[src/rtl/mac_pkg.sv]
// Shared encodings for the memory-access sequencer: request opcodes,
// controller states and data-register source selects.
package mac_pkg;

    typedef enum logic [1:0] {
        OP_FETCH = 2'b00,
        OP_LOAD  = 2'b01,
        OP_STORE = 2'b10,
        OP_RSVD  = 2'b11
    } op_e;

    typedef enum logic [3:0] {
        S_IDLE    = 4'd0,
        S_ADDR    = 4'd1,
        S_WDATA   = 4'd2,
        S_ACCESS  = 4'd3,
        S_CAPT    = 4'd4,
        S_IRLOAD  = 4'd5,
        S_DONE    = 4'd6,
        S_ERR     = 4'd7,
        S_RELEASE = 4'd8
    } state_e;

    localparam logic MDR_SRC_BUS = 1'b0;
    localparam logic MDR_SRC_MEM = 1'b1;

endpackage

[src/rtl/mem_access_ctrl_if.sv]
// Control-unit request handshake, register load enables and memory handshake
// of the memory-access sequencer, bundled with controller/requester views.
interface mem_access_ctrl_if;

    logic       req_valid;
    logic [1:0] req_op;
    logic       req_ready;
    logic       busy;
    logic       done;
    logic       err;
    logic       MARLd;
    logic       MDRLd;
    logic       mdr_sel;
    logic       IRLd;
    logic       mem_en;
    logic       mem_rw;
    logic       mem_moc;

    modport slave (
        input  req_valid, req_op, mem_moc,
        output req_ready, busy, done, err, MARLd, MDRLd, mdr_sel, IRLd,
               mem_en, mem_rw
    );

    modport master (
        output req_valid, req_op, mem_moc,
        input  req_ready, busy, done, err, MARLd, MDRLd, mdr_sel, IRLd,
               mem_en, mem_rw
    );

endinterface

[src/rtl/mac_wait_timer.sv]
// Bounded wait counter for the memory handshake; expired flags the last
// allowed wait cycle (count == TIMEOUT_CYC-1).
module mac_wait_timer #(
    parameter int TIMEOUT_CYC = 15,
    parameter int CNT_W       = 8
) (
    input  logic clk,
    input  logic rst_n,
    input  logic clr,
    input  logic en,
    output logic expired
);

    logic [CNT_W-1:0] cnt_q, cnt_d;

    assign expired = (cnt_q == CNT_W'(TIMEOUT_CYC - 1));

    // NOTE: every variable driven from always_comb gets a default first,
    // otherwise an unassigned path infers a latch.
    always_comb begin
        cnt_d = cnt_q;
        if (clr) begin
            cnt_d = '0;
        end else if (en && !expired) begin
            cnt_d = cnt_q + 1'b1;
        end
    end

    // NOTE: sequential state uses non-blocking assignment so all registers
    // update together at the edge regardless of statement order.
    always_ff @(posedge clk or negedge rst_n) begin
        if (!rst_n) begin
            cnt_q <= '0;
        end else begin
            cnt_q <= cnt_d;
        end
    end

endmodule

[src/rtl/mem_access_ctrl.sv]
// Sequencer for MAR/MDR/IR loads and the bounded memory handshake; one fetch,
// load or store at a time, all outputs Moore-decoded from the state register.
module mem_access_ctrl
    import mac_pkg::*;
#(
    parameter int TIMEOUT_CYC = 15,
    parameter int CNT_W       = 8
) (
    input  logic               CLK,
    input  logic               RST_N,
    mem_access_ctrl_if.slave   bus
);

    state_e state_q, state_d;
    op_e    op_q, op_d;
    logic   timer_clr;
    logic   timer_en;
    logic   expired;

    // Counter is held at zero outside ACCESS, so it starts from 0 on entry.
    assign timer_clr = (state_q != S_ACCESS);
    assign timer_en  = (state_q == S_ACCESS) && !bus.mem_moc;

    mac_wait_timer #(
        .TIMEOUT_CYC (TIMEOUT_CYC),
        .CNT_W       (CNT_W)
    ) u_wait_timer (
        .clk     (CLK),
        .rst_n   (RST_N),
        .clr     (timer_clr),
        .en      (timer_en),
        .expired (expired)
    );

    always_ff @(posedge CLK or negedge RST_N) begin
        if (!RST_N) begin
            state_q <= S_IDLE;
            op_q    <= OP_FETCH;
        end else begin
            state_q <= state_d;
            op_q    <= op_d;
        end
    end

    always_comb begin
        state_d = state_q;
        op_d    = op_q;
        case (state_q)
            S_IDLE: begin
                if (bus.req_valid) begin
                    op_d    = op_e'(bus.req_op);
                    state_d = (op_e'(bus.req_op) == OP_RSVD) ? S_ERR : S_ADDR;
                end
            end
            S_ADDR:   state_d = (op_q == OP_STORE) ? S_WDATA : S_ACCESS;
            S_WDATA:  state_d = S_ACCESS;
            S_ACCESS: begin
                // Completion is checked first so it wins on the last allowed cycle.
                if (bus.mem_moc) begin
                    state_d = (op_q == OP_STORE) ? S_DONE : S_CAPT;
                end else if (expired) begin
                    state_d = S_ERR;
                end
            end
            S_CAPT:    state_d = (op_q == OP_FETCH) ? S_IRLOAD : S_DONE;
            S_IRLOAD:  state_d = S_DONE;
            S_DONE,
            S_ERR:     state_d = bus.mem_moc ? S_RELEASE : S_IDLE;
            S_RELEASE: if (!bus.mem_moc) state_d = S_IDLE;
            default:   state_d = S_IDLE;
        endcase
    end

    always_comb begin
        bus.req_ready = 1'b0;
        bus.busy      = (state_q != S_IDLE);
        bus.done      = 1'b0;
        bus.err       = 1'b0;
        bus.MARLd     = 1'b0;
        bus.MDRLd     = 1'b0;
        bus.mdr_sel   = MDR_SRC_BUS;
        bus.IRLd      = 1'b0;
        bus.mem_en    = 1'b0;
        bus.mem_rw    = 1'b0;
        case (state_q)
            S_IDLE:  bus.req_ready = 1'b1;
            S_ADDR:  bus.MARLd     = 1'b1;
            S_WDATA: begin
                bus.MDRLd   = 1'b1;
                bus.mdr_sel = MDR_SRC_BUS;
            end
            S_ACCESS: begin
                bus.mem_en = 1'b1;
                bus.mem_rw = (op_q != OP_STORE);
            end
            S_CAPT: begin
                bus.MDRLd   = 1'b1;
                bus.mdr_sel = MDR_SRC_MEM;
                bus.mem_en  = 1'b1;
                bus.mem_rw  = 1'b1;
            end
            S_IRLOAD: bus.IRLd = 1'b1;
            S_DONE:   bus.done = 1'b1;
            S_ERR:    bus.err  = 1'b1;
            default: ;
        endcase
    end

endmodule

[src/flat_wrapper.sv]
// flat-port wrapper written by rule: the top's interface ports become plain ports
module mem_access_ctrl_flat import mac_pkg::*;
#(
    parameter int TIMEOUT_CYC = 15,
    parameter int CNT_W       = 8
)
  (CLK, RST_N, bus_req_valid, bus_req_op, bus_mem_moc, bus_req_ready, bus_busy, bus_done, bus_err, bus_MARLd, bus_MDRLd, bus_mdr_sel, bus_IRLd, bus_mem_en, bus_mem_rw);
  mem_access_ctrl_if bus_i ();
  input  logic CLK;
  input  logic RST_N;
  input wire logic [$bits(bus_i.req_valid)-1:0] bus_req_valid;
  input wire logic [$bits(bus_i.req_op)-1:0] bus_req_op;
  input wire logic [$bits(bus_i.mem_moc)-1:0] bus_mem_moc;
  output wire logic [$bits(bus_i.req_ready)-1:0] bus_req_ready;
  output wire logic [$bits(bus_i.busy)-1:0] bus_busy;
  output wire logic [$bits(bus_i.done)-1:0] bus_done;
  output wire logic [$bits(bus_i.err)-1:0] bus_err;
  output wire logic [$bits(bus_i.MARLd)-1:0] bus_MARLd;
  output wire logic [$bits(bus_i.MDRLd)-1:0] bus_MDRLd;
  output wire logic [$bits(bus_i.mdr_sel)-1:0] bus_mdr_sel;
  output wire logic [$bits(bus_i.IRLd)-1:0] bus_IRLd;
  output wire logic [$bits(bus_i.mem_en)-1:0] bus_mem_en;
  output wire logic [$bits(bus_i.mem_rw)-1:0] bus_mem_rw;
  assign bus_i.req_valid = bus_req_valid;
  assign bus_i.req_op = bus_req_op;
  assign bus_i.mem_moc = bus_mem_moc;
  assign bus_req_ready = bus_i.req_ready;
  assign bus_busy = bus_i.busy;
  assign bus_done = bus_i.done;
  assign bus_err = bus_i.err;
  assign bus_MARLd = bus_i.MARLd;
  assign bus_MDRLd = bus_i.MDRLd;
  assign bus_mdr_sel = bus_i.mdr_sel;
  assign bus_IRLd = bus_i.IRLd;
  assign bus_mem_en = bus_i.mem_en;
  assign bus_mem_rw = bus_i.mem_rw;
  mem_access_ctrl #(.TIMEOUT_CYC(TIMEOUT_CYC), .CNT_W(CNT_W)) u_core (.CLK(CLK), .RST_N(RST_N), .bus(bus_i));
endmodule
[config.mk]
export PLATFORM = sky130hd
export DESIGN_NAME = mem_access_ctrl_flat
export DESIGN_NICKNAME = d
export VERILOG_FILES = /design/src/rtl/mac_pkg.sv /design/src/rtl/mem_access_ctrl_if.sv /design/src/rtl/mac_wait_timer.sv /design/src/rtl/mem_access_ctrl.sv /design/src/flat_wrapper.sv
export SDC_FILE = /design/constraint.sdc
export NUM_CORES = 1
export LEC_CHECK = 0
export ABC_AREA = 1
export BUFFER_PORTS_ARGS = -buffer_cell sky130_fd_sc_hd__buf_2
export CORE_UTILIZATION = 40
export DETAILED_ROUTE_END_ITERATION = 16
export GPL_TIMING_DRIVEN = 0
export SYNTH_ARGS = -nofsm -noshare
export SYNTH_HDL_FRONTEND = slang
export SYNTH_SLANG_ARGS = --single-unit
[constraint.sdc]
create_clock -name CLK -period 1.19 [get_ports CLK]
set_input_delay 0.119 -clock CLK [delete_from_list [all_inputs] [get_ports CLK]]
set_output_delay 0.119 -clock CLK [all_outputs]
set_load 0.02 [all_outputs]
==> qor.csv <==
stage,metric,value,unit
drt,Detail Route Antenna Nets,0,
critical_path,crit path to,bus_mem_rw,
synthesis,Synth cell types,22,
critical_path,RR Endpoint,u_core.u_wait_timer.cnt_q[0],
hold_path,Hold Path Class,in2reg,
clock_tree,Clock transition at path regs,100,ps
drt,Pre-antenna DRT Iters,5,
drt,routed via count,1010,
drt,Routed wire per std cell,12.34,µm
clock_tree,CTS buffer count,3,
drt,number of DRC markers in iteration 0,34,
critical_path,Critical Path Start Type,register,
sta,Max Slew Vio Count,0,
drt,DRC viols,0,
placed_design,port buffer count,15,
flow_run,max-cap check violation count,0,
drt,DR vias/cell,4.903,
sta,unrepaired setup endpoints after global routing,yes,
clock_tree,clk root buf,clkbuf_4,
sta,slew margin rel.,77.82,%
synthesis,sequential share of the synthesized area,36.04,%
sta,Max Freq,0.6616,GHz
critical_path,worst-path maximum fanout,4,
layout,Synth-to-Final Area Change,47.88,%
layout,Post-Route Utilization,63.76,%
synthesis,#FFs+latches synth,14,
global_route,first-pass GRT wire length,3891,µm
clock_tree,H-tree Lvls,1,
critical_path,Worst setup EP type,output pin,
layout,Final Non-Filler Cells,206,
power,PwrDens,2280,mW/mm²
run_status,failing checks,negative setup slack,
clock_tree,"Clk Latency, worst-skew pair",290,ps
critical_path,reg-to-reg startpoint,u_core.state_q[2],
layout,share of cells above drive strength 1,40.45,%
sta,Period minus WS final,1511,ps
floorplanning,Die Height,51.30,µm
placed_design,dpl cells,183,
sta,worst hold slack,83.34,ps
power,P_leak,0.7813,nW
floorplanning,Core Area,0.002255,mm²
layout,# fillers,201,
floorplanning,Chip Width,51.30,µm
global_route,pin count of the biggest net entering global routing,15,
floorplanning,Die ar.,0.002632,mm²
global_route,total gr overflow,0,
clock_tree,CTS tree,done,
layout,fin nets,187,
critical_path,FF-to-FF path depth,8,
sta,final-report hold violation count,0,
global_route,initial antenna violation count,0,
critical_path,Critical Path AT,1390,ps
power,Peak VDD IR,1886,µV
critical_path,crit path launch,u_core.state_q[2],
floorplanning,io pins,16,
clock_tree,TritonCTS Sinks,14,
placed_design,hpwl dp,1631,µm
sta,Slew @ Worst Pin,332.7,ps
synthesis,yosys warns,0,
sta,clk_skew,2.378,ps
floorplanning,initial core utilization,43.12,%
critical_path,WP data required,1070,ps
clock_tree,CTS Buffer Depth,2,
layout,most frequent cells in the layout,"nand2_1 (44), buf_4 (18), inv_1 (15), nand3_1 (11), dfrtp_1 (10)",
sta,setup violators final,23,
placed_design,Placer Congestion,0.8764,
sta,setup ws final,-321.4,ps
synthesis,Syn Inst Count,140,
global_route,overall routing resource usage,20.30,%
critical_path,R2R setup slack,-220,ps
drt,Total Wirelength,2543,µm
floorplanning,row cnt,17,
layout,"commonest non-fill, non-tap cell in the layout",nand2_1,
synthesis,Synth Cell Area,972.2,µm²
synthesis,syn avg cell area,6.944,µm²
critical_path,CP Class,reg2out,
sta,Final Cycle Share,127.0,%
synthesis,synthesized net count,148,
global_route,vias in the first global route,890,
layout,ANT cells,0,
run_status,status,finished with violations,
-- repair_timing --
action	4_1_cts	5_1_grt
endpoints found under the hold margin	14	0
setup buffers	12	5
pin swaps	11	10
gates cloned	1	0
gates resized for setup	23	16
setup endpoints to repair	22	23
hold buffers	1	0
-- state kept, by name, indices dropped and copies added (netlist names) --
name                       count
u_core.op_q                    2
u_core.state_q                 4
u_core.u_wait_timer.cnt_q      8
-- per-stage QoR --
stage	TNS [ps]	total power, mW	area [µm²]	setup slack [ps]
after floorplan	-570.3	1.744	1003	-61.80
after global placement	-2897	2.078	1114	-242.6
after detailed placement	-3090	2.084	1114	-248.1
after CTS	-4072	2.962	1345	-250.2
after global routing	-6380	3.490	1438	-379.2
final	-4791	3.278	1438	-321.4
-- layout make-up --
type	count	area [µm²]	area share, %
multi-input combinational	108	669.4	46.56
sequential	14	355.3	24.72
timing repair buffer	33	267.8	18.62
inverter	19	73.82	5.135
clock buffer	4	36.28	2.524
tap	28	35.03	2.437
-- how the worst min path moves through the flow --
stage	cells after the start	slack, ps	to	from
finish	3	80	u_core.op_q[1]	bus_req_op[1]
global route	3	90	u_core.op_q[1]	bus_req_op[1]
CTS	3	100	u_core.op_q[0]	bus_req_op[0]
detailed placement	1	40	u_core.state_q[2]	RST_N
global placement	1	30	u_core.state_q[2]	RST_N
floorplan	0	-180	u_core.op_q[0]	RST_N
-- power breakdown --
group          internal, mW  switching, mW  leakage [nW]  total (mW)
clock network         0.186          0.180        0.0210       0.367
logic                  1.00           1.20         0.583        2.20
registers             0.586          0.123         0.178       0.708
total                  1.77           1.51         0.781        3.28
-- cells in the mapped netlist --
library cell   n  area, µm²
a21oi_1        2      10.01
and2_4         1      8.760
dfrtp_1       14      350.3
ha_1           2      25.02
inv_1         18      67.56
inv_2          1      3.750
nand2_1       53      198.9
nand2_2        1      6.260
nand2_4        1      11.26
nand3_1       11      55.05
nand3_2        1      10.01
nand3b_1       4      30.03
nand4_1        5      31.28
nor2_1        13      48.80
nor2_2         2      12.51
nor2_4         3      33.78
nor2_8         1      20.02
o21ai_0        2      10.01
o21bai_1       1      7.510
o31ai_1        1      7.510
or2_0          1      6.260
xor2_1         2      17.52
-- cells by family after synthesis --
family                   count (synthesis)  synth area share, %
AO/OA/AOI/OAI                            6                3.604
XOR/XNOR                                 2                1.802
buffers and inverters                   19                7.335
AND/OR/NAND/NOR                         97                48.65
adder cells (fa/ha/maj)                  2                2.574
flip-flops                              14                36.04
-- routing by layer --
metal  vias up  GRT usage (%)  routed length, µm
met3         9          3.571                 61
met1       465          27.89               1187
li1        518              -                  -
met2        18          32.02               1236
met5         -              0                  0
met4         0          6.757                 57
-- worst max-delay path, stage by stage (launching register included) --
cell	delay [ps]
dfrtp_1	440
inv_2	130
nand2_4	70
nor2_4	200
nand2_2	100
nand2_2	60
buf_6	110
(Power assumes the default switching activity.)
